$ cat src/rtl/issue_queue_pkg.sv
`default_nettype none
// ============================================================================
//  Module   : issue_pkg
//  Purpose  : Shared constants, fetch-entry layout, head decode record and
//             a constant clog2 helper for the issue queue slice.
//  Revision : 1.0 - initial release
// ============================================================================
package issue_pkg;

    localparam int ENTRY_W_DEFAULT = 99;

    // Fetch entry layout
    localparam int PRED_TAKEN  = 98;
    localparam int PRED_TGT_HI = 97;
    localparam int PRED_TGT_LO = 66;
    localparam int REFILL      = 65;
    localparam int INVALID     = 64;
    localparam int PC_HI       = 63;
    localparam int PC_LO       = 32;
    localparam int INST_HI     = 31;
    localparam int INST_LO     = 0;

    // Decoded view of one buffered instruction
    typedef struct packed {
        logic [31:0] pc;
        logic [31:0] inst;
        logic [31:0] pred_target;
        logic        pred_taken;
        logic        refill;
        logic        invalid;
        logic        adel;
        logic        is_jmp;
        logic        is_hilo;
        logic        is_cop0;
        logic        is_ls;
        logic        is_ri;
        logic        check_ov;
        logic        is_tlbp;
        logic        is_tlbr;
        logic        is_tlbwi;
        logic [4:0]  rs;
        logic [4:0]  rt;
        logic [4:0]  dest;
    } idu_dec_t;

    function automatic int clog2(input int value);
        int r;
        int v;
        r = 0;
        v = value - 1;
        while (v > 0) begin
            r = r + 1;
            v = v >> 1;
        end
        return r;
    endfunction

endpackage
`default_nettype wire

$ cat src/rtl/issue_queue_if.sv
`default_nettype none
// ============================================================================
//  Module   : issue_queue_if
//  Purpose  : Fetch-push and dual-issue bundle of the issue queue. The slave
//             modport is the queue itself, master is fetch/decode/control.
//  Revision : 1.0 - initial release
// ============================================================================
interface issue_queue_if #(
    parameter int DEPTH   = 8,
    parameter int ENTRY_W = issue_pkg::ENTRY_W_DEFAULT,
    parameter int CNT_W   = 32
);
    import issue_pkg::*;

    // Fetch side
    logic               push_1;
    logic               push_2;
    logic [ENTRY_W-1:0] push_data_1;
    logic [ENTRY_W-1:0] push_data_2;
    logic               in_ready;

    // Control
    logic               stall;
    logic               flush;
    logic               reset_ds;
    logic               cls_refetch;
    logic               single_issue;

    // Issue side
    logic               id1_valid_1;
    logic               id1_valid_2;
    logic [31:0]        id1_pc_1;
    logic [31:0]        id1_pc_2;
    logic [31:0]        id1_inst_1;
    logic [31:0]        id1_inst_2;
    logic               id1_pred_taken;
    logic [31:0]        id1_pred_target;
    logic               id1_in_delay_slot_1;
    logic               id1_in_delay_slot_2;
    logic               id1_is_inst_adel_1;
    logic               id1_is_inst_adel_2;
    logic               id1_is_i_refill_tlbl_1;
    logic               id1_is_i_refill_tlbl_2;
    logic               id1_is_i_invalid_tlbl_1;
    logic               id1_is_i_invalid_tlbl_2;
    logic               id1_is_refetch_1;
    logic               id1_is_refetch_2;

    // Status
    logic [clog2(DEPTH):0] occupancy;
    logic [CNT_W-1:0]      c_issue_cnt;
    logic [CNT_W-1:0]      p_issue_cnt;

    modport slave (
        input  push_1, push_2, push_data_1, push_data_2,
        input  stall, flush, reset_ds, cls_refetch, single_issue,
        output in_ready,
        output id1_valid_1, id1_valid_2, id1_pc_1, id1_pc_2,
        output id1_inst_1, id1_inst_2, id1_pred_taken, id1_pred_target,
        output id1_in_delay_slot_1, id1_in_delay_slot_2,
        output id1_is_inst_adel_1, id1_is_inst_adel_2,
        output id1_is_i_refill_tlbl_1, id1_is_i_refill_tlbl_2,
        output id1_is_i_invalid_tlbl_1, id1_is_i_invalid_tlbl_2,
        output id1_is_refetch_1, id1_is_refetch_2,
        output occupancy, c_issue_cnt, p_issue_cnt
    );

    modport master (
        output push_1, push_2, push_data_1, push_data_2,
        output stall, flush, reset_ds, cls_refetch, single_issue,
        input  in_ready,
        input  id1_valid_1, id1_valid_2, id1_pc_1, id1_pc_2,
        input  id1_inst_1, id1_inst_2, id1_pred_taken, id1_pred_target,
        input  id1_in_delay_slot_1, id1_in_delay_slot_2,
        input  id1_is_inst_adel_1, id1_is_inst_adel_2,
        input  id1_is_i_refill_tlbl_1, id1_is_i_refill_tlbl_2,
        input  id1_is_i_invalid_tlbl_1, id1_is_i_invalid_tlbl_2,
        input  id1_is_refetch_1, id1_is_refetch_2,
        input  occupancy, c_issue_cnt, p_issue_cnt
    );

endinterface
`default_nettype wire

$ cat src/rtl/idu_1.sv
`default_nettype none
// ============================================================================
//  Module   : idu_1
//  Purpose  : Combinational pre-decode of one fetch entry: unpacks the entry
//             and classifies the instruction for issue pairing decisions.
//  Revision : 1.0 - initial release
// ============================================================================
module idu_1
    import issue_pkg::*;
#(
    parameter int ENTRY_W = ENTRY_W_DEFAULT
) (
    input  wire logic [ENTRY_W-1:0] i_entry,
    output idu_dec_t                o_dec
);

    logic [5:0] w_op;
    logic [5:0] w_fn;
    logic [4:0] w_rs;
    logic [4:0] w_rt;
    logic [4:0] w_rd;

    assign w_op = i_entry[INST_LO+31:INST_LO+26];
    assign w_fn = i_entry[INST_LO+5:INST_LO];
    assign w_rs = i_entry[INST_LO+25:INST_LO+21];
    assign w_rt = i_entry[INST_LO+20:INST_LO+16];
    assign w_rd = i_entry[INST_LO+15:INST_LO+11];

    // Field unpack plus opcode classification and destination register
    always_comb begin
        o_dec             = '0;
        o_dec.pc          = i_entry[PC_HI:PC_LO];
        o_dec.inst        = i_entry[INST_HI:INST_LO];
        o_dec.pred_target = i_entry[PRED_TGT_HI:PRED_TGT_LO];
        o_dec.pred_taken  = i_entry[PRED_TAKEN];
        o_dec.refill      = i_entry[REFILL];
        o_dec.invalid     = i_entry[INVALID];
        o_dec.adel        = |i_entry[PC_LO+1:PC_LO];
        o_dec.rs          = w_rs;
        o_dec.rt          = w_rt;
        case (w_op)
            6'h00: begin
                case (w_fn)
                    6'h00, 6'h02, 6'h03, 6'h04, 6'h06, 6'h07,
                    6'h21, 6'h23, 6'h24, 6'h25, 6'h26, 6'h27,
                    6'h2A, 6'h2B:                o_dec.dest = w_rd;
                    6'h20, 6'h22: begin          // add/sub trap on overflow
                        o_dec.dest     = w_rd;
                        o_dec.check_ov = 1'b1;
                    end
                    6'h08:                       o_dec.is_jmp = 1'b1;
                    6'h09: begin
                        o_dec.is_jmp = 1'b1;
                        o_dec.dest   = w_rd;
                    end
                    6'h0C, 6'h0D:                o_dec.dest = 5'd0;
                    6'h10, 6'h12: begin
                        o_dec.is_hilo = 1'b1;
                        o_dec.dest    = w_rd;
                    end
                    6'h11, 6'h13, 6'h18, 6'h19,
                    6'h1A, 6'h1B:                o_dec.is_hilo = 1'b1;
                    default:                     o_dec.is_ri = 1'b1;
                endcase
            end
            6'h01: begin
                case (w_rt)
                    5'h00, 5'h01:                o_dec.is_jmp = 1'b1;
                    5'h10, 5'h11: begin          // branch-and-link
                        o_dec.is_jmp = 1'b1;
                        o_dec.dest   = 5'd31;
                    end
                    default:                     o_dec.is_ri = 1'b1;
                endcase
            end
            6'h02, 6'h04, 6'h05, 6'h06, 6'h07:   o_dec.is_jmp = 1'b1;
            6'h03: begin
                o_dec.is_jmp = 1'b1;
                o_dec.dest   = 5'd31;
            end
            6'h08: begin
                o_dec.dest     = w_rt;
                o_dec.check_ov = 1'b1;
            end
            6'h09, 6'h0A, 6'h0B, 6'h0C, 6'h0D,
            6'h0E, 6'h0F:                        o_dec.dest = w_rt;
            6'h10: begin
                o_dec.is_cop0 = 1'b1;
                case (w_rs)
                    5'h00:                       o_dec.dest = w_rt;
                    5'h04:                       o_dec.dest = 5'd0;
                    5'h10: begin
                        case (w_fn)
                            6'h01:               o_dec.is_tlbr  = 1'b1;
                            6'h02:               o_dec.is_tlbwi = 1'b1;
                            6'h08:               o_dec.is_tlbp  = 1'b1;
                            6'h18:               o_dec.dest     = 5'd0;
                            default:             o_dec.is_ri    = 1'b1;
                        endcase
                    end
                    default:                     o_dec.is_ri = 1'b1;
                endcase
            end
            6'h20, 6'h21, 6'h23, 6'h24, 6'h25: begin
                o_dec.is_ls = 1'b1;
                o_dec.dest  = w_rt;
            end
            6'h28, 6'h29, 6'h2B:                 o_dec.is_ls = 1'b1;
            default:                             o_dec.is_ri = 1'b1;
        endcase
    end

endmodule
`default_nettype wire

$ cat src/rtl/issue_queue_fifo.sv
`default_nettype none
// ============================================================================
//  Module   : issue_fifo
//  Purpose  : Circular instruction buffer with 2-wide push, 2-wide head peek,
//             pop of 0/1/2 entries and flush. Pushes are all-or-nothing.
//  Revision : 1.0 - initial release
// ============================================================================
module issue_fifo
    import issue_pkg::*;
#(
    parameter int  DEPTH   = 8,
    parameter int  ENTRY_W = ENTRY_W_DEFAULT,
    localparam int AW      = clog2(DEPTH),
    localparam int CW      = AW + 1
) (
    input  wire logic               clk,
    input  wire logic               rst,
    input  wire logic               i_push_1,
    input  wire logic               i_push_2,
    input  wire logic [ENTRY_W-1:0] i_data_1,
    input  wire logic [ENTRY_W-1:0] i_data_2,
    input  wire logic               i_pop_1,
    input  wire logic               i_pop_2,
    input  wire logic               i_flush,
    output logic      [ENTRY_W-1:0] o_head_0,
    output logic      [ENTRY_W-1:0] o_head_1,
    output logic      [CW-1:0]      o_count,
    output logic                    o_ready
);

    logic [ENTRY_W-1:0] r_mem [DEPTH];
    logic [AW-1:0]      r_wr_ptr;
    logic [AW-1:0]      r_rd_ptr;
    logic [CW-1:0]      r_count;

    logic               w_wr_1;
    logic               w_wr_2;
    logic               w_rd_2;
    logic [1:0]         w_n_push;
    logic [1:0]         w_n_pop;

    // Ready only when a full pair fits, so a push never writes half a pair
    assign o_ready  = (r_count <= CW'(DEPTH - 2));
    assign w_wr_1   = i_push_1 & o_ready;
    assign w_wr_2   = w_wr_1 & i_push_2;
    assign w_rd_2   = i_pop_1 & i_pop_2;
    assign w_n_push = {1'b0, w_wr_1} + {1'b0, w_wr_2};
    assign w_n_pop  = {1'b0, i_pop_1} + {1'b0, w_rd_2};

    assign o_count  = r_count;
    assign o_head_0 = r_mem[r_rd_ptr];
    assign o_head_1 = r_mem[r_rd_ptr + AW'(1)];

    // Pointer and count update; flush empties the buffer ahead of push/pop
    always_ff @(posedge clk) begin
        if (rst || i_flush) begin
            r_wr_ptr <= '0;
            r_rd_ptr <= '0;
            r_count  <= '0;
        end else begin
            r_wr_ptr <= r_wr_ptr + AW'(w_n_push);
            r_rd_ptr <= r_rd_ptr + AW'(w_n_pop);
            r_count  <= r_count + CW'(w_n_push) - CW'(w_n_pop);
        end
    end

    // Entry storage; contents beyond the count are never qualified
    always_ff @(posedge clk) begin
        if (!rst && !i_flush) begin
            if (w_wr_1) r_mem[r_wr_ptr]          <= i_data_1;
            if (w_wr_2) r_mem[r_wr_ptr + AW'(1)] <= i_data_2;
        end
    end

endmodule
`default_nettype wire

$ cat src/rtl/issue_queue.sv
`default_nettype none
// ============================================================================
//  Module   : issue_queue
//  Purpose  : Buffered dual-issue front end. Holds fetched entries in a
//             circular buffer and issues up to two per cycle with delay-slot,
//             refetch and pairing-hazard tracking plus issue counters.
//  Revision : 1.0 - initial release
// ============================================================================
module issue_queue
    import issue_pkg::*;
#(
    parameter int DEPTH   = 8,
    parameter int ENTRY_W = ENTRY_W_DEFAULT,
    parameter int CNT_W   = 32
) (
    input  wire logic     clk,
    input  wire logic     rst,
    issue_queue_if.slave  bus
);

    localparam int CW = clog2(DEPTH) + 1;

    logic [ENTRY_W-1:0] w_entry_0;
    logic [ENTRY_W-1:0] w_entry_1;
    logic [CW-1:0]      w_count;
    idu_dec_t           w_h0;
    idu_dec_t           w_h1;

    logic               w_jmp0;
    logic               w_raw;
    logic               w_hazard;
    logic               w_v1;
    logic               w_v2;
    logic               w_tlb_issue;
    logic               w_unused;

    logic               r_in_ds;
    logic               r_refetch;
    logic [CNT_W-1:0]   r_c_cnt;
    logic [CNT_W-1:0]   r_p_cnt;

    issue_fifo #(
        .DEPTH   (DEPTH),
        .ENTRY_W (ENTRY_W)
    ) u_fifo (
        .clk      (clk),
        .rst      (rst),
        .i_push_1 (bus.push_1),
        .i_push_2 (bus.push_2),
        .i_data_1 (bus.push_data_1),
        .i_data_2 (bus.push_data_2),
        .i_pop_1  (w_v1),
        .i_pop_2  (w_v2),
        .i_flush  (bus.flush),
        .o_head_0 (w_entry_0),
        .o_head_1 (w_entry_1),
        .o_count  (w_count),
        .o_ready  (bus.in_ready)
    );

    idu_1 #(.ENTRY_W(ENTRY_W)) u_idu_h0 (.i_entry(w_entry_0), .o_dec(w_h0));
    idu_1 #(.ENTRY_W(ENTRY_W)) u_idu_h1 (.i_entry(w_entry_1), .o_dec(w_h1));

    // A jump needs its delay slot buffered before it may leave
    assign w_jmp0 = w_h0.is_jmp;
    assign w_v1   = ~bus.stall & ~bus.flush & (w_count >= CW'(1))
                  & ~(w_jmp0 & (w_count < CW'(2)));

    assign w_raw  = (w_h0.dest != 5'd0)
                  & ((w_h0.dest == w_h1.rs) | (w_h0.dest == w_h1.rt));

    // Anything that must see slot 1 retire first, or that must own slot 1
    assign w_hazard = r_in_ds | w_raw
                    | w_h1.is_jmp | w_h1.is_hilo | w_h1.is_cop0 | w_h1.is_ls
                    | w_h1.is_ri  | w_h1.check_ov | w_h1.adel
                    | w_h1.refill | w_h1.invalid
                    | w_h0.is_tlbp | w_h0.is_tlbr | w_h0.is_tlbwi
                    | w_h0.pred_taken;

    assign w_v2 = w_v1 & (w_count >= CW'(2)) & ~bus.single_issue & ~w_hazard;

    assign w_tlb_issue = (w_v1 & (w_h0.is_tlbr | w_h0.is_tlbwi))
                       | (w_v2 & (w_h1.is_tlbr | w_h1.is_tlbwi));

    // Fields not needed for issue decisions
    assign w_unused = ^{w_h0, w_h1};

    assign bus.id1_valid_1             = w_v1;
    assign bus.id1_valid_2             = w_v2;
    assign bus.id1_pc_1                = w_h0.pc;
    assign bus.id1_pc_2                = w_h1.pc;
    assign bus.id1_inst_1              = w_h0.inst;
    assign bus.id1_inst_2              = w_h1.inst;
    assign bus.id1_pred_taken          = w_h0.pred_taken;
    assign bus.id1_pred_target         = w_h0.pred_target;
    assign bus.id1_in_delay_slot_1     = r_in_ds;
    assign bus.id1_in_delay_slot_2     = w_jmp0 & w_v2;
    assign bus.id1_is_inst_adel_1      = w_h0.adel;
    assign bus.id1_is_inst_adel_2      = w_h1.adel;
    assign bus.id1_is_i_refill_tlbl_1  = w_h0.refill;
    assign bus.id1_is_i_refill_tlbl_2  = w_h1.refill;
    assign bus.id1_is_i_invalid_tlbl_1 = w_h0.invalid;
    assign bus.id1_is_i_invalid_tlbl_2 = w_h1.invalid;
    assign bus.id1_is_refetch_1        = r_refetch;
    assign bus.id1_is_refetch_2        = r_refetch;
    assign bus.occupancy               = w_count;
    assign bus.c_issue_cnt             = r_c_cnt;
    assign bus.p_issue_cnt             = r_p_cnt;

    // Delay-slot tracker: set by a lone jump, cleared when its slot issues
    always_ff @(posedge clk) begin
        if (rst) begin
            r_in_ds <= 1'b0;
        end else if (bus.flush) begin
            r_in_ds <= bus.reset_ds;
        end else if (bus.reset_ds) begin
            r_in_ds <= 1'b1;
        end else if (r_in_ds) begin
            r_in_ds <= ~w_v1;
        end else begin
            r_in_ds <= w_v1 & w_jmp0 & ~w_v2;
        end
    end

    // Refetch tracker: set by an issued TLB write/read, cleared by mem
    always_ff @(posedge clk) begin
        if (rst) begin
            r_refetch <= 1'b0;
        end else if (r_refetch) begin
            r_refetch <= ~bus.cls_refetch;
        end else begin
            r_refetch <= w_tlb_issue;
        end
    end

    // Per-slot issue counters, free-running with natural wrap
    always_ff @(posedge clk) begin
        if (rst) begin
            r_c_cnt <= '0;
            r_p_cnt <= '0;
        end else begin
            r_c_cnt <= r_c_cnt + CNT_W'(w_v1);
            r_p_cnt <= r_p_cnt + CNT_W'(w_v2);
        end
    end

endmodule
`default_nettype wire

$ cat src/flat_wrapper.sv
// flat-port wrapper written by rule: the top's interface ports become plain ports
module issue_queue_flat import issue_pkg::*;
#(
    parameter int DEPTH   = 8,
    parameter int ENTRY_W = ENTRY_W_DEFAULT,
    parameter int CNT_W   = 32
)
  (clk, rst, bus_push_1, bus_push_2, bus_push_data_1, bus_push_data_2, bus_stall, bus_flush, bus_reset_ds, bus_cls_refetch, bus_single_issue, bus_in_ready, bus_id1_valid_1, bus_id1_valid_2, bus_id1_pc_1, bus_id1_pc_2, bus_id1_inst_1, bus_id1_inst_2, bus_id1_pred_taken, bus_id1_pred_target, bus_id1_in_delay_slot_1, bus_id1_in_delay_slot_2, bus_id1_is_inst_adel_1, bus_id1_is_inst_adel_2, bus_id1_is_i_refill_tlbl_1, bus_id1_is_i_refill_tlbl_2, bus_id1_is_i_invalid_tlbl_1, bus_id1_is_i_invalid_tlbl_2, bus_id1_is_refetch_1, bus_id1_is_refetch_2, bus_occupancy, bus_c_issue_cnt, bus_p_issue_cnt);
  issue_queue_if #(.DEPTH(DEPTH), .ENTRY_W(ENTRY_W), .CNT_W(CNT_W)) bus_i ();
  input  wire logic clk;
  input  wire logic rst;
  input wire logic [$bits(bus_i.push_1)-1:0] bus_push_1;
  input wire logic [$bits(bus_i.push_2)-1:0] bus_push_2;
  input wire logic [$bits(bus_i.push_data_1)-1:0] bus_push_data_1;
  input wire logic [$bits(bus_i.push_data_2)-1:0] bus_push_data_2;
  input wire logic [$bits(bus_i.stall)-1:0] bus_stall;
  input wire logic [$bits(bus_i.flush)-1:0] bus_flush;
  input wire logic [$bits(bus_i.reset_ds)-1:0] bus_reset_ds;
  input wire logic [$bits(bus_i.cls_refetch)-1:0] bus_cls_refetch;
  input wire logic [$bits(bus_i.single_issue)-1:0] bus_single_issue;
  output wire logic [$bits(bus_i.in_ready)-1:0] bus_in_ready;
  output wire logic [$bits(bus_i.id1_valid_1)-1:0] bus_id1_valid_1;
  output wire logic [$bits(bus_i.id1_valid_2)-1:0] bus_id1_valid_2;
  output wire logic [$bits(bus_i.id1_pc_1)-1:0] bus_id1_pc_1;
  output wire logic [$bits(bus_i.id1_pc_2)-1:0] bus_id1_pc_2;
  output wire logic [$bits(bus_i.id1_inst_1)-1:0] bus_id1_inst_1;
  output wire logic [$bits(bus_i.id1_inst_2)-1:0] bus_id1_inst_2;
  output wire logic [$bits(bus_i.id1_pred_taken)-1:0] bus_id1_pred_taken;
  output wire logic [$bits(bus_i.id1_pred_target)-1:0] bus_id1_pred_target;
  output wire logic [$bits(bus_i.id1_in_delay_slot_1)-1:0] bus_id1_in_delay_slot_1;
  output wire logic [$bits(bus_i.id1_in_delay_slot_2)-1:0] bus_id1_in_delay_slot_2;
  output wire logic [$bits(bus_i.id1_is_inst_adel_1)-1:0] bus_id1_is_inst_adel_1;
  output wire logic [$bits(bus_i.id1_is_inst_adel_2)-1:0] bus_id1_is_inst_adel_2;
  output wire logic [$bits(bus_i.id1_is_i_refill_tlbl_1)-1:0] bus_id1_is_i_refill_tlbl_1;
  output wire logic [$bits(bus_i.id1_is_i_refill_tlbl_2)-1:0] bus_id1_is_i_refill_tlbl_2;
  output wire logic [$bits(bus_i.id1_is_i_invalid_tlbl_1)-1:0] bus_id1_is_i_invalid_tlbl_1;
  output wire logic [$bits(bus_i.id1_is_i_invalid_tlbl_2)-1:0] bus_id1_is_i_invalid_tlbl_2;
  output wire logic [$bits(bus_i.id1_is_refetch_1)-1:0] bus_id1_is_refetch_1;
  output wire logic [$bits(bus_i.id1_is_refetch_2)-1:0] bus_id1_is_refetch_2;
  output wire logic [$bits(bus_i.occupancy)-1:0] bus_occupancy;
  output wire logic [$bits(bus_i.c_issue_cnt)-1:0] bus_c_issue_cnt;
  output wire logic [$bits(bus_i.p_issue_cnt)-1:0] bus_p_issue_cnt;
  assign bus_i.push_1 = bus_push_1;
  assign bus_i.push_2 = bus_push_2;
  assign bus_i.push_data_1 = bus_push_data_1;
  assign bus_i.push_data_2 = bus_push_data_2;
  assign bus_i.stall = bus_stall;
  assign bus_i.flush = bus_flush;
  assign bus_i.reset_ds = bus_reset_ds;
  assign bus_i.cls_refetch = bus_cls_refetch;
  assign bus_i.single_issue = bus_single_issue;
  assign bus_in_ready = bus_i.in_ready;
  assign bus_id1_valid_1 = bus_i.id1_valid_1;
  assign bus_id1_valid_2 = bus_i.id1_valid_2;
  assign bus_id1_pc_1 = bus_i.id1_pc_1;
  assign bus_id1_pc_2 = bus_i.id1_pc_2;
  assign bus_id1_inst_1 = bus_i.id1_inst_1;
  assign bus_id1_inst_2 = bus_i.id1_inst_2;
  assign bus_id1_pred_taken = bus_i.id1_pred_taken;
  assign bus_id1_pred_target = bus_i.id1_pred_target;
  assign bus_id1_in_delay_slot_1 = bus_i.id1_in_delay_slot_1;
  assign bus_id1_in_delay_slot_2 = bus_i.id1_in_delay_slot_2;
  assign bus_id1_is_inst_adel_1 = bus_i.id1_is_inst_adel_1;
  assign bus_id1_is_inst_adel_2 = bus_i.id1_is_inst_adel_2;
  assign bus_id1_is_i_refill_tlbl_1 = bus_i.id1_is_i_refill_tlbl_1;
  assign bus_id1_is_i_refill_tlbl_2 = bus_i.id1_is_i_refill_tlbl_2;
  assign bus_id1_is_i_invalid_tlbl_1 = bus_i.id1_is_i_invalid_tlbl_1;
  assign bus_id1_is_i_invalid_tlbl_2 = bus_i.id1_is_i_invalid_tlbl_2;
  assign bus_id1_is_refetch_1 = bus_i.id1_is_refetch_1;
  assign bus_id1_is_refetch_2 = bus_i.id1_is_refetch_2;
  assign bus_occupancy = bus_i.occupancy;
  assign bus_c_issue_cnt = bus_i.c_issue_cnt;
  assign bus_p_issue_cnt = bus_i.p_issue_cnt;
  issue_queue #(.DEPTH(DEPTH), .ENTRY_W(ENTRY_W), .CNT_W(CNT_W)) u_core (.clk(clk), .rst(rst), .bus(bus_i));
endmodule
$ cat config.mk
export PLATFORM = sky130hd
export DESIGN_NAME = issue_queue_flat
export DESIGN_NICKNAME = d
export VERILOG_FILES = /design/src/rtl/issue_queue_pkg.sv /design/src/rtl/issue_queue_if.sv /design/src/rtl/idu_1.sv /design/src/rtl/issue_queue_fifo.sv /design/src/rtl/issue_queue.sv /design/src/flat_wrapper.sv
export SDC_FILE = /design/constraint.sdc
export NUM_CORES = 2
export LEC_CHECK = 0
export CORE_ASPECT_RATIO = 0.75
export CORE_MARGIN = 3
export CORE_UTILIZATION = 63
export DETAILED_ROUTE_END_ITERATION = 8
export PLACE_DENSITY_LB_ADDON = 0.1
export SYNTH_ARGS = -nofsm -noshare
export SYNTH_HDL_FRONTEND = slang
export SYNTH_SLANG_ARGS = --single-unit
$ cat constraint.sdc
create_clock -name clk -period 17.4 [get_ports clk]
set_input_delay 2.61 -clock clk [delete_from_list [all_inputs] [get_ports clk]]
set_output_delay 2.61 -clock clk [all_outputs]
set_load 0.01 [all_outputs]
==> flow_metrics.py <==
metrics = {
    "cts": {
        "cts_hold_buf": 0,
        "cts_resized": 0,
        "cts.htree.levels": 3,
        "worstSkewPairLatency_ns": 0.65,
        "clk_pin_slew_ns": 0.06,
        "cts_tree": "yes",
        "cts_max_path_buffers": 3,
        "numCtsBuffers": 86,
        "cts_setup_buffers": 0,
        "root_buffer": "clkbuf_16",
        "clock-sinks": 868,
    },
    "placed_design": {
        "pre_cts_ws_ns": 7.56,
        "gp_congestion": 0.923,
        "io_buffers": 448,
        "dpl.hpwl_mm": 77.2,
        "dp.cells": 4065,
    },
    "setup_path": {
        "rrSetupSlack_ns": 9.17,
        "slowest_stage": "dfxtp_4",
        "crit_top_cell": "buf_4",
        "crit_fanout": 58,
        "startpoint_type": "flop",
        "crit_chain": "ha_4, buf_4, buf_4, buf_4, mux4_2, mux2_2, or2_2, nand4b_1, nor3_1, o211ai_2, nor4_4, nor2b_1, clkdlybuf4s50_1",
        "crit_family": "buffers and inverters",
        "ff2ff_path_depth": 18,
        "worstPathArrival_ns": 7.78,
        "required_ns": 14.79,
        "max_stage_delay_ns": 1.03,
        "reg2reg_to": "u_core.u_fifo.o_count[3]",
        "worst-path-stages": 13,
        "path_buf_inv": 4,
        "r2r_start": "u_core.u_fifo.r_rd_ptr[0]",
        "end_kind": "output pin",
        "cp-startpoint": "u_core.u_fifo.r_rd_ptr[0]",
        "cp-endpoint": "bus_id1_in_delay_slot_2",
        "worst-setup-path-type": "reg2out",
    },
    "sta": {
        "worst_slew_pin_slew_ns": 1.23,
        "fin_setup_tns_ns": 0,
        "skew_ns": 0.0138,
        "min_period_ns": 10.39,
        "hold_violations": 0,
        "setup_viol": 0,
        "rsz0062_at_grt": "false",
        "fmax_ghz": 0.0962,
        "slew_violations": 0,
        "finalWorstSetupSlack_ns": 7.01,
        "finalCritPeriodShare": 0.597,
        "relSlewSlack": 0.178,
    },
    "detailed_routing": {
        "drt-vias-per-instance": 6.91,
        "wl_met1_mm": 49.1,
        "vias": 29240,
        "dr.pass1.iters": 5,
        "wl_per_cell_um": 30.8,
        "routed.top_layer": "met5",
        "dr_wl_met2_mm": 63.9,
        "drt_wl_total_mm": 130,
        "drt_iter0_markers": 3443,
        "post-route-drc-count": 0,
        "ant_nets": 0,
        "wl_met3_mm": 13.2,
    },
    "floorplan": {
        "ios": 449,
        "fp.dieH_um": 243,
        "core_um2": 73800,
        "die_area_um2": 78300,
        "num_rows": 86,
        "dieWidth_um": 322,
        "start_util": 0.639,
    },
    "global_routing": {
        "grt_max_degree": 69,
        "grtUsageTotal": 0.332,
        "grt.overflow.total": 0,
        "grt_pass1_vias": 30278,
        "grt_first_pass_wirelength_mm": 194,
        "antenna_found_initial": 24,
    },
    "yosys": {
        "synthXorXnorAreaFrac": 0.0119,
        "async_flop_share": 0,
        "synthSimpleGateAreaFrac": 0.0255,
        "synth.mux.area_fraction": 0.387,
        "synthFlopType": "edfxtp_1",
        "synthAdderAreaFrac": 0.00567,
        "synth_area_um2": 47200,
        "synth_fp_nets": 3020,
        "yosysWarnings": 0,
        "synth-edff-count": 792,
        "synth_top_family_by_area": "multiplexers",
        "yosysUniqueCellTypes": 70,
        "synth_cells": 2794,
        "seq_area_frac_synth": 0.536,
        "synth_seq_cells": 868,
        "synth_compound_area_frac": 0.0123,
        "synth_area_per_cell_um2": 16.9,
    },
    "power_and_ir_drop": {
        "finalPower_mw": 4.69,
        "max-vdd-ir-drop_mv": 0.0734,
        "power.static_leakage_nw": 17.7,
        "power_density_nw_per_um2": 84.7,
    },
    "cells_and_area": {
        "fillCellCount": 4403,
        "final_cell_mix": "934 x mux2_2, 792 x edfxtp_1, 447 x clkdlybuf4s50_1",
        "instances_no_fill": 4233,
        "layout_commonest_cell": "mux2_2",
        "layout-area-overhead-vs-synth_pct": 17.3,
        "drive_above_1_share": 0.457,
        "fin_nets": 3411,
    },
    "hold_path": {
        "hp-class": "reg2reg",
    },
    "run_status": {
        "status": "complete, no violations",
    },
    "run": {
        "drv_cap": 0,
    },
}
state kept, by name, indices dropped and copies added, names as in the netlist:
register and cells:
u_core.bus.id1_in_delay_slot_1 1, u_core.u_fifo.r_rd_ptr 3, u_core.bus.id1_is_refetch_1 1, u_core.u_fifo.r_wr_ptr 3, u_core.u_fifo.r_mem 792, u_core.bus.c_issue_cnt 32
u_core.u_fifo.o_count 4, u_core.bus.p_issue_cnt 32
routing by layer:
metal	track usage	vias up
met2	0.535	1658
met4	0.112	20
met1	0.449	15096
li1	-	12178
met3	0.0825	288
met5	0	-
worst reg2reg max path: stages (launching register included):
cell	delay, ns
dfxtp_4	1.03
ha_4	0.47
buf_4	0.71
buf_4	0.80
buf_4	0.89
mux4_2	0.62
mux2_2	0.28
or2_2	0.32
nand4b_1	0.22
nor3_1	0.28
o211ai_2	0.20
nor4_4	0.56
inv_1	0.28
fa_1	0.55
ha_1	0.29
a21o_1	0.18
a21oi_1	0.20
xnor2_1	0.17
nor2_1	0.06
how the worst min path moves through the flow:
| stage | startpoint | end | slack (ns) | cells after the start |
|---|---|---|---|---|
| global placement | u_core.bus.c_issue_cnt[26] | u_core.bus.c_issue_cnt[26] | 0.49 | 2 |
| floorplan | u_core.bus.id1_is_refetch_1 | u_core.bus.id1_is_refetch_1 | 0.51 | 2 |
| global route | u_core.bus.p_issue_cnt[31] | u_core.bus.p_issue_cnt[31] | 0.56 | 2 |
| finish | u_core.bus.p_issue_cnt[31] | u_core.bus.p_issue_cnt[31] | 0.52 | 2 |
| CTS | u_core.bus.c_issue_cnt[30] | u_core.bus.c_issue_cnt[30] | 0.53 | 2 |
| detailed placement | u_core.bus.c_issue_cnt[30] | u_core.bus.c_issue_cnt[30] | 0.51 | 2 |
layout make-up:
| class | count | area, µm² | area share |
|---|---|---|---|
| clock buffer | 104 | 2310 | 0.0418 |
| inverter | 43 | 161 | 0.00291 |
| sequential | 868 | 25300 | 0.457 |
| multi-input combinational | 1691 | 21100 | 0.381 |
| clock inverter | 49 | 430 | 0.00777 |
| tap | 968 | 1210 | 0.0219 |
| timing repair buffer | 495 | 4830 | 0.0873 |
| antenna | 15 | 37.5 | 0.000678 |
logic make-up (layout without fill, tap and decap cells):
group / count (synthesis) / in the layout
AO/OA/AOI/OAI: 75 / 75
XOR/XNOR: 64 / 64
adder cells (fa/ha/maj): 19 / 19
buffers and inverters: 235 / 691
flip-flops: 868 / 868
multiplexers: 1288 / 1288
other: 0 / 15
AND/OR/NAND/NOR: 245 / 245
synth_stat cells, types with 4 or more instances:
master | number | area share
and2_1 | 7 | 0.00093
nand2b_1 | 4 | 0.00053
buf_6 | 4 | 0.00095
o21ai_0 | 14 | 0.0015
fa_1 | 4 | 0.0017
mux2i_4 | 5 | 0.0024
nor2b_1 | 5 | 0.00066
and4_1 | 4 | 0.00074
xor2_1 | 49 | 0.0091
mux4_2 | 330 | 0.16
inv_1 | 42 | 0.0033
mux2i_1 | 18 | 0.0038
a21oi_1 | 12 | 0.0013
nand4_1 | 8 | 0.0011
o22ai_1 | 9 | 0.0012
nand2_1 | 37 | 0.0029
or2_2 | 4 | 0.00053
o211ai_1 | 5 | 0.00080
dfxtp_1 | 76 | 0.032
buf_2 | 40 | 0.0042
or3_1 | 8 | 0.0011
nor2_1 | 93 | 0.0074
ha_1 | 15 | 0.0040
edfxtp_1 | 792 | 0.50
buf_4 | 7 | 0.0011
buf_1 | 8 | 0.00064
xnor2_1 | 15 | 0.0028
and3_1 | 15 | 0.0020
mux2_2 | 934 | 0.22
clkbuf_1 | 131 | 0.010
nor3_1 | 10 | 0.0011
nand3_1 | 41 | 0.0043
metrics by stage:
step	cell area, µm²	util	hold slack (ns)
after floorplan	47200	-	0.508
after global placement	52600	0.713	0.488
after detailed placement	52600	0.713	0.514
after CTS	55300	0.750	0.530
after global routing	55400	0.750	0.558
final	55400	0.750	0.521
power breakdown:
part / switching [mW] / total (mW) / leakage, nW / internal (mW)
Clock: 0.796 / 1.84 / 1.36 / 1.05
Sequential: 0.0178 / 2.32 / 7.76 / 2.30
Combinational: 0.245 / 0.522 / 8.54 / 0.276
Total: 1.06 / 4.69 / 17.7 / 3.63
Power figures use the tool's default switching activity.
